## src/rtl/bg_vram_responder_pkg.sv

```systemverilog
// Shared constants, slot state and tag types for the background VRAM responder.
// Source index is layer*4+kind; layer 0 char is source 0.
package bg_vram_pkg;

    localparam int NUM_LAYERS = 4;
    localparam int NUM_KINDS  = 4;
    localparam int NUM_SRC    = NUM_LAYERS * NUM_KINDS;
    localparam int SRC_W      = 4;

    localparam logic [1:0] KIND_CHAR = 2'd0;
    localparam logic [1:0] KIND_PAL  = 2'd1;
    localparam logic [1:0] KIND_TLO  = 2'd2;
    localparam logic [1:0] KIND_THI  = 2'd3;

    typedef logic [SRC_W-1:0] src_t;

    typedef enum logic [1:0] {
        SRC_IDLE   = 2'd0,
        SRC_PEND   = 2'd1,
        SRC_FLIGHT = 2'd2
    } srcState_t;

    typedef struct packed {
        logic valid;
        src_t src;
    } tag_t;

    function automatic src_t src_idx(input logic [1:0] layer, input logic [1:0] kind);
        return {layer, kind};
    endfunction

endpackage

```

## src/rtl/bg_vram_responder_if.sv

```systemverilog
// Source-side and VRAM-side signal bundle of the background VRAM responder.
// slave = responder view, master = layer controllers plus VRAM view.
interface bg_vram_responder_if #(
    parameter int ADDR_W = 16,
    parameter int DATA_W = 8
);
    import bg_vram_pkg::*;

    logic [NUM_SRC-1:0]        req_valid;
    logic [NUM_SRC*ADDR_W-1:0] req_addr;
    logic [NUM_SRC-1:0]        req_ready;
    logic [NUM_SRC-1:0]        rsp_valid;
    logic [DATA_W-1:0]         rsp_data;
    logic                      mem_req;
    logic [ADDR_W-1:0]         mem_addr;
    logic                      mem_gnt;
    logic [DATA_W-1:0]         mem_rdata;

    modport slave (
        input  req_valid, req_addr, mem_gnt, mem_rdata,
        output req_ready, rsp_valid, rsp_data, mem_req, mem_addr
    );

    modport master (
        output req_valid, req_addr, mem_gnt, mem_rdata,
        input  req_ready, rsp_valid, rsp_data, mem_req, mem_addr
    );

endinterface

```

## src/rtl/bg_vram_responder_arb.sv

```systemverilog
// 16-way arbiter: first requester found scanning upward from ptr (wrapping).
// A constant ptr of zero turns it into lowest-index-wins fixed priority.
module bg_vram_rr_arb
    import bg_vram_pkg::*;
(
    input  logic [NUM_SRC-1:0] req,
    input  src_t               ptr,
    output logic [NUM_SRC-1:0] gnt,
    output src_t               idx,
    output logic               any
);

    src_t cand;

    always_comb begin
        gnt  = '0;
        idx  = '0;
        any  = 1'b0;
        cand = '0;
        for (int i = 0; i < NUM_SRC; i++) begin
            cand = ptr + src_t'(i);
            if (!any && req[cand]) begin
                any       = 1'b1;
                idx       = cand;
                gnt[cand] = 1'b1;
            end
        end
    end

endmodule

```

## src/rtl/bg_vram_responder.sv

```systemverilog
// Arbitrates 16 background fetch sources onto one VRAM read port and routes data back.
// Define BG_VRAM_FIXED_PRIO_EN for fixed priority (lowest source wins) instead of round-robin.
module bg_vram_responder
    import bg_vram_pkg::*;
#(
    parameter int ADDR_W  = 16,
    parameter int DATA_W  = 8,
    parameter int MEM_LAT = 2
)
(
    input logic               clk,
    input logic               reset,
    bg_vram_responder_if.slave bus
);

    srcState_t          state    [NUM_SRC];
    srcState_t          stateNxt [NUM_SRC];
    logic [ADDR_W-1:0]  slotAddr [NUM_SRC];
    logic [NUM_SRC-1:0] pend;
    logic [NUM_SRC-1:0] win;
    src_t               winIdx;
    src_t               ptr;
    logic               anyPend;
    logic               issue;
    tag_t               tagPipe  [MEM_LAT+1];

    always_comb begin
        pend          = '0;
        bus.req_ready = '0;
        for (int s = 0; s < NUM_SRC; s++) begin
            pend[s]          = (state[s] == SRC_PEND);
            bus.req_ready[s] = (state[s] == SRC_IDLE);
        end
    end

    bg_vram_rr_arb arb (
        .req (pend),
        .ptr (ptr),
        .gnt (win),
        .idx (winIdx),
        .any (anyPend)
    );

    assign issue        = anyPend & bus.mem_gnt;
    assign bus.mem_req  = anyPend;
    assign bus.mem_addr = anyPend ? slotAddr[winIdx] : '0;

    always_comb begin
        for (int s = 0; s < NUM_SRC; s++) begin
            stateNxt[s] = state[s];
            unique case (state[s])
                SRC_IDLE:   if (bus.req_valid[s]) stateNxt[s] = SRC_PEND;
                SRC_PEND:   if (issue && win[s]) stateNxt[s] = SRC_FLIGHT;
                SRC_FLIGHT: if (bus.rsp_valid[s]) stateNxt[s] = SRC_IDLE;
                default:    stateNxt[s] = SRC_IDLE;
            endcase
        end
    end

    always_ff @(posedge clk or posedge reset) begin
        if (reset) begin
            for (int s = 0; s < NUM_SRC; s++) begin
                state[s]    <= SRC_IDLE;
                slotAddr[s] <= '0;
            end
        end else begin
            for (int s = 0; s < NUM_SRC; s++) begin
                state[s] <= stateNxt[s];
                if (bus.req_valid[s] && state[s] == SRC_IDLE)
                    slotAddr[s] <= bus.req_addr[s*ADDR_W +: ADDR_W];
            end
        end
    end

`ifdef BG_VRAM_FIXED_PRIO_EN
    assign ptr = '0;
`else
    always_ff @(posedge clk or posedge reset) begin
        if (reset)
            ptr <= '0;
        else if (issue)
            ptr <= winIdx + src_t'(1);
    end
`endif

    // mem_rdata for a grant arrives MEM_LAT edges after the grant edge
    always_ff @(posedge clk or posedge reset) begin
        if (reset) begin
            for (int i = 0; i <= MEM_LAT; i++)
                tagPipe[i] <= '0;
        end else begin
            tagPipe[0] <= '{valid: issue, src: winIdx};
            for (int i = 1; i <= MEM_LAT; i++)
                tagPipe[i] <= tagPipe[i-1];
        end
    end

    always_ff @(posedge clk or posedge reset) begin
        if (reset) begin
            bus.rsp_valid <= '0;
            bus.rsp_data  <= '0;
        end else begin
            bus.rsp_valid <= '0;
            if (tagPipe[MEM_LAT].valid) begin
                bus.rsp_valid[tagPipe[MEM_LAT].src] <= 1'b1;
                bus.rsp_data                        <= bus.mem_rdata;
            end
        end
    end

endmodule

```

## src/flat_wrapper.sv

```systemverilog
// flat-port wrapper written by rule: the top's interface ports become plain ports
module bg_vram_responder_flat import bg_vram_pkg::*;
#(
    parameter int ADDR_W  = 16,
    parameter int DATA_W  = 8,
    parameter int MEM_LAT = 2
)
  (clk, reset, bus_req_valid, bus_req_addr, bus_mem_gnt, bus_mem_rdata, bus_req_ready, bus_rsp_valid, bus_rsp_data, bus_mem_req, bus_mem_addr);
  bg_vram_responder_if #(.ADDR_W(ADDR_W), .DATA_W(DATA_W)) bus_i ();
  input logic clk;
  input logic reset;
  input wire logic [$bits(bus_i.req_valid)-1:0] bus_req_valid;
  input wire logic [$bits(bus_i.req_addr)-1:0] bus_req_addr;
  input wire logic [$bits(bus_i.mem_gnt)-1:0] bus_mem_gnt;
  input wire logic [$bits(bus_i.mem_rdata)-1:0] bus_mem_rdata;
  output wire logic [$bits(bus_i.req_ready)-1:0] bus_req_ready;
  output wire logic [$bits(bus_i.rsp_valid)-1:0] bus_rsp_valid;
  output wire logic [$bits(bus_i.rsp_data)-1:0] bus_rsp_data;
  output wire logic [$bits(bus_i.mem_req)-1:0] bus_mem_req;
  output wire logic [$bits(bus_i.mem_addr)-1:0] bus_mem_addr;
  assign bus_i.req_valid = bus_req_valid;
  assign bus_i.req_addr = bus_req_addr;
  assign bus_i.mem_gnt = bus_mem_gnt;
  assign bus_i.mem_rdata = bus_mem_rdata;
  assign bus_req_ready = bus_i.req_ready;
  assign bus_rsp_valid = bus_i.rsp_valid;
  assign bus_rsp_data = bus_i.rsp_data;
  assign bus_mem_req = bus_i.mem_req;
  assign bus_mem_addr = bus_i.mem_addr;
  bg_vram_responder #(.ADDR_W(ADDR_W), .DATA_W(DATA_W), .MEM_LAT(MEM_LAT)) u_core (.clk(clk), .reset(reset), .bus(bus_i));
endmodule
```

## config.mk

```make
export PLATFORM = sky130hd
export DESIGN_NAME = bg_vram_responder_flat
export DESIGN_NICKNAME = d
export VERILOG_FILES = /design/src/rtl/bg_vram_responder_pkg.sv /design/src/rtl/bg_vram_responder_if.sv /design/src/rtl/bg_vram_responder_arb.sv /design/src/rtl/bg_vram_responder.sv /design/src/flat_wrapper.sv
export SDC_FILE = /design/constraint.sdc
export NUM_CORES = 1
export LEC_CHECK = 0
export CORE_MARGIN = 2
export CORE_UTILIZATION = 29
export CTS_CLUSTER_DIAMETER = 120
export DETAILED_ROUTE_END_ITERATION = 10
export MAX_ROUTING_LAYER = met4
export RECOVER_POWER = 100
export REMOVE_ABC_BUFFERS = 1
export SETUP_SLACK_MARGIN = 0.5
export SLEW_MARGIN = 10
export SYNTH_ARGS = -nofsm -noshare
export SYNTH_HDL_FRONTEND = slang
export SYNTH_SLANG_ARGS = --single-unit
```

## constraint.sdc

```tcl
create_clock -name clk -period 27 [get_ports clk]
set_clock_uncertainty 0.2 [all_clocks]
set_input_delay 4.05 -clock clk [delete_from_list [all_inputs] [get_ports clk]]
set_output_delay 4.05 -clock clk [all_outputs]
set_load 0.02 [all_outputs]
```

==> results.cfg <==
[setup_path]
reg2reg_depth = 13
crit_path_end_kind = output port
critPathMaxFanout = 60
cp-start-kind = register
critPathMaxStageDelay_ps = 2380
cpMaxStageDelayCell = clkbuf_1
critPathArrivalTime_ps = 14920
critPathKind = reg -> out
critical_path.cell_chain = clkbuf_1, ha_1, clkbuf_1, xor2_1, mux4_2, mux2i_1, clkbuf_1, nand4_1, nor4_1, and3_1, o32a_1, clkbuf_1, buf_4, mux4_2, a22oi_1, nand2_1, dlygate4sd3_1
worstPathRequired_ps = 22750
cpMostUsedCell = clkbuf_1

[floorplanning]
initial_core_util_pct = 29.3
ioPinCount = 340
dieArea_um2 = 68700
num_rows = 94
die-width_um = 262
coreArea_um2 = 65900
die_h_um = 262

[layout]
synthToLayoutAreaGrowth_pct = 27.6
drive_gt1_share_pct = 22.4
final_util_pct = 37.4
fillCellCount = 6431
nets = 2277

[clock_tree]
postCtsSetupRepairBufs = 0
clk_pin_slew_ps = 60
cts-resized-gates = 0
cts_hold_buf = 0
cts_tree = built
root_buffer = clkbuf_16
numCtsBuffers = 39
insertion_delay_ps = 580
cts_sinks = 331
clockBufferDepth = 3
cts_max_level = 2

[timing]
slew-limit-headroom_pct = -236
period_needed_ps = 19170
hold_viol = 0
fin_setup_tns_ps = 0
period_share_pct = 71.0
drv_slew = 553
clock.fmax_mhz = 52.2
tightest_slew_ps = 5010
rsz0062_at_grt = no
setup_viol_count_final = 0

[min_path]
holdCritPathClass = reg -> reg
min_path_cells = 0

[synthesis]
syn_area_um2 = 19300
synthCells = 1685
yosysWarnings = 0
ys.flop_type = dfrtp_1
synth_edf_count = 0
yosys-top-cells-area = dfrtp_1 (43%), mux2_2 (16%), mux4_2 (5.9%)
async_reset_ff_share_pct = 100
synth_top_area_share_pct = 42.9
synth_cell_types = 96
yosysSeqAreaShare_pct = 42.9
synth-seq-cells = 331
synth_top_area_cell = dfrtp_1
avgSynthCellArea_um2 = 11.5

[detailed_routing]
vias_per_cell = 5.49
via_count = 15900
dr.pass1.iters = 5
drtIter0Drc = 1207
drtAntennaViolNets = 0
wl_per_cell_um = 28.0
wl_um = 80900
post-route-drc-count = 0

[global_route]
overflow = 0
gr-usage-all-layers_pct = 24.0
grt_pass1_wl_um = 116000
antenna_found_initial = 14
grt_max_degree = 162
grt_pass1_vias = 16600

[run]
drv_cap = 18

[placed_design]
gp_congestion = 0.970
io_buffers = 339
dp_hpwl_um = 60500

[run_status]
status = finished with violations
violations = capacitance limit, slew limit
area by class of cell:
cell class / instances / area (µm²) / share of cell area [%]
diodes: 15 / 37.5 / 0.152
well taps: 864 / 1080 / 4.38
repair buffers: 383 / 3680 / 14.9
clock buffers: 57 / 1110 / 4.52
inverters: 19 / 75.1 / 0.304
multi-input cells: 1206 / 10200 / 41.3
clock inverters: 14 / 190 / 0.771
flip-flops and latches: 331 / 8290 / 33.6
critical path, delay by kind of cell, from the launching register on:
| kind | cells | cell delay [ps] |
|---|---|---|
| buf+inv | 6 | 8040 |
| simple gates | 4 | 2190 |
| mux | 3 | 1440 |
| compound gates | 2 | 1240 |
| xor+xnor | 1 | 630 |
| fa+ha+maj | 1 | 400 |
| flops | 1 | 330 |
final timing paths:
path | from | end | slack [ps]
worst max-delay path | u_core.ptr[0] | bus_mem_addr[15] | 7830
worst min-delay path | u_core.tagPipe[9] | u_core.tagPipe[4] | 150
worst max register to register | u_core.ptr[0] | u_core.tagPipe[10] | 14150
worst min register to register | u_core.tagPipe[9] | u_core.tagPipe[4] | 150
max in group asynchronous | reset | u_core.slotAddr[142] | 16410
min in group asynchronous | reset | u_core.slotAddr[14] | 5270
registers in the layout (all words and copies together) (netlist names):
| name | cells |
|---|---|
| u_core.bus.rsp_data | 8 |
| u_core.bus.rsp_valid | 16 |
| u_core.ptr | 4 |
| u_core.slotAddr | 256 |
| u_core.state | 32 |
| u_core.tagPipe | 15 |
cells by family (layout without fill, tap and decap cells):
| kind of cell | after synthesis | count (layout) | share of synthesized area, % |
|---|---|---|---|
| multiplexers | 424 | 424 | 27.2 |
| flip-flops | 331 | 331 | 42.9 |
| AO/OA/AOI/OAI | 280 | 280 | 10.6 |
| adder cells (fa/ha/maj) | 14 | 14 | 0.907 |
| buffers and inverters | 148 | 473 | 4.43 |
| AND/OR/NAND/NOR | 471 | 471 | 13.2 |
| XOR/XNOR | 17 | 17 | 0.809 |
| other | 0 | 15 | 0 |
layout by cell type, fill, tap and decap left out, drive strengths merged, types with 8 or more instances in the layout:
cell type,count
nand3b,10
and3,12
clkdlybuf4s50,257
nor3,28
nand4,32
dfrtp,331
o22ai,27
nand2,108
clkbuf,71
buf,30
and2,27
a21o,10
a221oi,10
mux4,52
nor3b,8
a41oi,8
nor2,111
a21oi,20
diode,15
inv,18
o211ai,10
clkinv,9
nor4,14
mux2,272
o21bai,11
nand2b,25
ha,14
a211oi,8
a22oi,39
xnor2,13
nor2b,14
o21ai,47
nand4b,12
or3b,9
nand3,29
mux2i,100
a22o,10
dlygate4sd3,82
a31oi,19
metal layers:
layer,vias up,wire [µm],GRT usage [%]
li1,6968,-,-
met1,8110,32700,29.3
met2,659,39100,39.1
met3,126,6130,5.21
met4,0,2990,8.51
met5,-,0,-
metrics by stage:
step | hold slack (ps) | std cells | instance area, µm² | worst slack (ps)
2_1_floorplan | 131 | 1556 | 18500 | 12800
3_3_place_gp | 132 | 2803 | 23400 | 14130
3_5_place_dp | 136 | 2803 | 23400 | 14100
4_1_cts | 150 | 2874 | 24700 | 13440
5_1_grt | 153 | 2888 | 24700 | 6890
6_report | 146 | 2889 | 24700 | 7830
synthesized netlist by cell type, types with 15 or more instances:
library cell,number
and2_1,24
buf_4,21
nor3_1,27
nor2_1,111
buf_2,17
nand3_1,29
buf_6,16
clkbuf_1,63
nand2_1,108
nand2b_1,25
o22ai_1,27
dfrtp_1,331
a31oi_1,19
mux2_2,271
mux4_2,51
mux2i_1,99
a22oi_1,39
nand4_1,30
a21oi_1,18
inv_1,15
o21ai_0,42
Power is not shown: default switching activity piles up to over one toggle a cycle in this logic, so the estimate is an artifact.
